File: src/rtl/fetch_stage.sv
// fetch_stage
//
// Purpose:
//   Instruction-fetch stage of the five-stage MIPS pipeline. It holds the
//   program counter and presents it to the combinational instruction memory.
//   The returned word is captured into the IF/ID pipeline register.
//   Next-PC selection is resolved from the instruction already held in IF/ID.
//   That instruction is the branch or jump currently in ID. The word fetched
//   in the same cycle is its delay slot and is always kept.
//
// Ports:
//   clk      in   1  rising-edge clock
//   reset    in   1  asynchronous, active-low reset
//   stall    in   1  hold PC and IF/ID this cycle
//   instr_f  in  32  instruction memory word for pc_f
//   npc_sel  in   2  00 pc+4, 01 branch, 10 j/jal, 11 jr/jalr
//   br_take  in   1  branch comparator result (used with npc_sel=01)
//   jr_addr  in  32  forwarded rs value for register jumps
//   pc_f     out 32  current fetch address
//   instr_d  out 32  IF/ID instruction
//   pc_d     out 32  IF/ID pc of instr_d
//   pc8_d    out 32  pc_d + 8, link address for jal/jalr
//   valid_d  out  1  IF/ID holds a fetched instruction
//   adel_d   out  1  fetch address error flagged for instr_d
//
// Configuration:
//   FETCH_ADDR_CHECK_EN
//     When this macro is defined, a fetch from a misaligned address is
//     treated as an address error. So is a fetch from an address outside
//     [PC_RESET, PC_LIMIT]. Either case captures a nop and raises adel_d.
//     When the macro is not defined, adel_d is constantly 0.

module fetch_stage #(
  parameter logic [31:0] PC_RESET = 32'h0000_3000
) (
  input  logic        clk,
  input  logic        reset,
  input  logic        stall,
  input  logic [31:0] instr_f,
  input  logic [1:0]  npc_sel,
  input  logic        br_take,
  input  logic [31:0] jr_addr,
  output logic [31:0] pc_f,
  output logic [31:0] instr_d,
  output logic [31:0] pc_d,
  output logic [31:0] pc8_d,
  output logic        valid_d,
  output logic        adel_d
);

  logic [1:0]  sel_eff;
  logic [31:0] pc_plus4;
  logic [31:0] br_target;
  logic [31:0] j_target;
  logic [31:0] pc_next;
  logic [31:0] instr_cap;
  logic        addr_bad;

  // An empty IF/ID slot (just after reset) must not redirect the PC.
  assign sel_eff   = valid_d ? npc_sel : 2'b00;
  assign pc_plus4  = pc_f + 32'd4;
  assign br_target = pc_d + 32'd4 + {{14{instr_d[15]}}, instr_d[15:0], 2'b00};
  assign j_target  = {pc_d[31:28], instr_d[25:0], 2'b00};

  // Next-PC mux; a not-taken branch falls through to sequential fetch.
  always_comb begin
    pc_next = pc_plus4;
    case (sel_eff)
      2'b01:   if (br_take) pc_next = br_target;
      2'b10:   pc_next = j_target;
      2'b11:   pc_next = jr_addr;
      default: pc_next = pc_plus4;
    endcase
  end

`ifdef FETCH_ADDR_CHECK_EN
  localparam logic [31:0] PC_LIMIT = 32'h0000_6FFC;

  // A bad fetch address turns the captured word into a nop.
  // PC flow is unaffected; the exception unit acts on adel_d.
  assign addr_bad  = (pc_f[1:0] != 2'b00) || (pc_f < PC_RESET) || (pc_f > PC_LIMIT);
  assign instr_cap = addr_bad ? 32'h0000_0000 : instr_f;
`else
  assign addr_bad  = 1'b0;
  assign instr_cap = instr_f;
`endif

  // PC and IF/ID register. Reset overrides everything asynchronously.
  // A stall freezes the whole stage, including any pending redirect.
  always_ff @(posedge clk or negedge reset) begin
    if (!reset) begin
      pc_f    <= PC_RESET;
      instr_d <= 32'h0000_0000;
      pc_d    <= 32'h0000_0000;
      pc8_d   <= 32'h0000_0000;
      valid_d <= 1'b0;
      adel_d  <= 1'b0;
    end else if (!stall) begin
      pc_f    <= pc_next;
      instr_d <= instr_cap;
      pc_d    <= pc_f;
      pc8_d   <= pc_f + 32'd8;
      valid_d <= 1'b1;
      adel_d  <= addr_bad;
    end
  end

endmodule

File: config.mk
export PLATFORM = sky130hd
export DESIGN_NAME = fetch_stage
export DESIGN_NICKNAME = d
export VERILOG_FILES = /design/src/rtl/fetch_stage.sv
export SDC_FILE = /design/constraint.sdc
export NUM_CORES = 1
export LEC_CHECK = 0
export CORE_MARGIN = 3
export CORE_UTILIZATION = 46
export DETAILED_ROUTE_END_ITERATION = 8
export PLACE_DENSITY = 0.88
export SLEW_MARGIN = 20
export SYNTH_ARGS = -nofsm -noshare
export SYNTH_HDL_FRONTEND = slang
export SYNTH_SLANG_ARGS = --single-unit
File: constraint.sdc
create_clock -name clk -period 2.6 [get_ports clk]
set_input_delay 0.65 -clock clk [delete_from_list [all_inputs] [get_ports clk]]
set_output_delay 0.65 -clock clk [all_outputs]
set_load 0.01 [all_outputs]
==> results_dict.tcl <==
set metrics [dict create \
    dr.first_iter.drc_count 1123 \
    first_pass_iters 7 \
    htreeDepth 4 \
    clock_latency_ps 430 \
    rrSetupSlack_ps -350 \
    antenna_found_initial 0 \
    cts_buffers 17 \
    layout_commonest_cell "buf_4" \
    rsz0062_at_grt "true" \
    cts_buffer_depth 2 \
    p_clk_share_pct 20.7 \
    hpwl_um 23500 \
    io_buffer_count 198 \
    finalClockSkew_ps 11.5 \
    viasPerCell 6.24 \
    arrival_ps 3260 \
    ir_worst_vdd_v 0.000583 \
    fillers 1064 \
    grt_pass1_vias 9737 \
    hold_viol 0 \
    fin_ws_ps -347 \
    slew_headroom_pct 59.1 \
    wl_per_cell_um 22.5 \
    synthDistinctLibCells 62 \
    synth_nets 1100 \
    tightest_slew_ps 610 \
    track_usage_pct 32.2 \
    critPathRequiredTime_ps 2920 \
    timing.rr.end "pc_f[23]" \
    p_int_mw 7.51 \
    power_mw 12.4 \
    clkSlewWorstSetupHoldPaths_ps 70 \
    initial_utilization_pct 47.5 \
    synth.yosys.seq_area_share_pct 36.5 \
    cp-start-kind "register" \
    cts_num_sinks 126 \
    violations "setup timing" \
    cts_root_buf "clkbuf_16" \
    synthCells 970 \
    antenna_left 0 \
    async_flop_share_pct 100 \
    power.share.switching_pct 39.7 \
    place_inst 1521 \
    post-route-period-util_pct 113 \
    leakage_nw 5.89 \
    min_path_type "in -> async" \
    p_seq_share_pct 22.4 \
    synth_seq_cells 126 \
    final_cell_mix "202 x buf_4, 195 x clkdlybuf4s50_1, 122 x dfrtp_1, 108 x nand2_1, 73 x o21ai_0" \
    fp-row-count 49 \
    fin_setup_tns_ps -3480 \
    synth_edf_count 0 \
    drt_wl_total_um 35600 \
    dr_total_vias 9877 \
    drv_cap 0 \
    gp_congestion 0.998 \
    grt_remaining_overflow 0 \
    drive_above_1_share_pct 32.9 \
    route.detailed.drc 0 \
    pin_count 200 \
    final_nets 1471 \
    avgSynthCellArea_sq_um 8.91 \
    num_antenna_cells 0 \
    worstSetupPathType "reg -> reg" \
    setup_viol 19 \
    dieArea_sq_mm 0.0205 \
    synthFlopType "dfrtp_1" \
    cts_hold_buffers 0 \
    dieHeight_um 143 \
    cp-end-kind "register" \
    cts_tree "done" \
    p_sw_mw 4.94 \
    power.density_mw_per_mm2 891 \
    die_w_um 143 \
    finalMaxSlewViolations 0 \
    fin_cells 1583 \
    status "complete, but fails checks" \
    yosys_warnings 0 \
    combPwrFrac_pct 56.9 \
    r2r_start "instr_d[1]" \
    fin_util_pct 76.7 \
    syn-cell-area_sq_mm 0.00864 \
    r2r_cells 14 \
    grt_pass1_wl_um 51800 \
    area_growth_pct 61.6 \
    grt_max_degree 80 \
    core_area_sq_mm 0.0182 \
    min_period_ps 2950 \
    crit_fanout 2 \
    fmaxAchievable_mhz 339 \
]
-- registers in the layout (all words and copies together) (netlist names) --
signal / count
pc8_d: 29
instr_d: 32
valid_d: 1
pc_d: 32
pc_f: 32
-- metal layers --
layer	share of wire, %	vias up	global-route usage (%)
met3	9.5	212	8.07
met1	36	4680	38.4
met4	6.6	0	15.1
met5	0	-	0
met2	48	740	54.7
li1	-	4245	-
-- cells by family (layout without fill, tap and decap cells) --
logic type | Yosys count | count (layout) | share of synthesized area [%]
AO/OA/AOI/OAI | 267 | 267 | 18.3
XOR/XNOR | 60 | 60 | 6.08
adder cells (fa/ha/maj) | 60 | 60 | 8.77
buffers and inverters | 87 | 471 | 4.07
flip-flops | 126 | 126 | 36.5
multiplexers | 83 | 83 | 10.5
other | 1 | 1 | 0.0434
AND/OR/NAND/NOR | 286 | 286 | 15.7
-- area by class of cell --
class,count,area [sq um],share of cell area [%]
Timing Repair Buffer,412,3650,26.1
Inverter,27,101,0.725
Multi-Input combinational cell,757,6150,44.0
Sequential cell,126,3160,22.6
Clock buffer,18,439,3.14
Clock inverter,14,183,1.31
Tap cell,229,287,2.05
-- power by group through the flow --
stage / Clock [mW] / Sequential, mW / Combinational, mW
3_5_place_dp: 0 / 2.76 / 5.40
2_1_floorplan: 0 / 2.93 / 2.47
6_report: 2.57 / 2.79 / 7.08
3_3_place_gp: 0 / 2.74 / 5.28
4_1_cts: 2.57 / 2.76 / 6.10
5_1_grt: 2.66 / 2.83 / 7.45
-- synthesized netlist by cell type (all sizes together) (3+ instances only) --
library cell | number | share of area [%]
a31oi | 10 | 0.72
dfrtp | 124 | 36
xor2 | 22 | 2.2
o21a | 8 | 0.69
mux2i | 20 | 2.3
buf | 17 | 1.0
nor2 | 59 | 2.6
nand2 | 111 | 4.8
nand2b | 8 | 0.58
mux2 | 63 | 8.2
a221oi | 7 | 0.71
inv | 27 | 1.2
o21ai | 94 | 5.4
and2 | 8 | 0.58
ha | 59 | 8.5
nor3 | 18 | 1.1
a21o | 7 | 0.61
nand3 | 28 | 1.7
o21bai | 3 | 0.26
or2 | 5 | 0.36
xnor2 | 38 | 3.9
nor4 | 4 | 0.36
and4 | 5 | 0.51
o22ai | 12 | 0.87
a41oi | 4 | 0.41
nand4 | 10 | 0.72
o32ai | 6 | 0.61
and3 | 13 | 0.94
clkbuf | 43 | 1.9
a21oi | 81 | 4.7
o211ai | 10 | 0.87
a211oi | 7 | 0.61
nor2b | 6 | 0.43
o221ai | 4 | 0.41
-- worst max-delay path: stages, from the launching register on --
cell	delay, ps
dfrtp_1	390
ha_1	290
ha_2	210
inv_2	50
fa_2	380
nor2b_4	170
o2111ai_4	150
nor4bb_4	210
buf_4	140
o21ai_4	150
buf_6	140
a31oi_1	80
xnor2_1	140
a221oi_1	260
nor2_1	70
-- worst max-delay path by stage --
stage	start	to	slack (ps)	depth (start not counted)
after floorplan	instr_d[1]	pc_f[29]	-50	12
after global placement	instr_d[1]	pc_f[17]	-250	12
after detailed placement	instr_d[1]	pc_f[17]	-380	12
after CTS	instr_d[1]	pc_f[29]	-250	12
after global routing	pc_d[3]	pc_f[29]	-410	12
final	instr_d[1]	pc_f[23]	-350	14
-- per-stage QoR --
step / hold slack, ps / cell area, sq um / setup WS (ps)
2_1_floorplan: 354 / 8670 / -54.5
3_3_place_gp: 466 / 12100 / -250
3_5_place_dp: 472 / 12100 / -377
4_1_cts: 200 / 13400 / -248
5_1_grt: 231 / 14000 / -408
6_report: 197 / 14000 / -347
-- timing repair --
action,CTS,global route
resized for setup,95,81
pin swaps,35,46
setup buffers,14,18
hold endpoints to repair,0,0
gates cloned,0,0
setup endpoints to repair,21,22
Power figures use the tool's default switching activity.
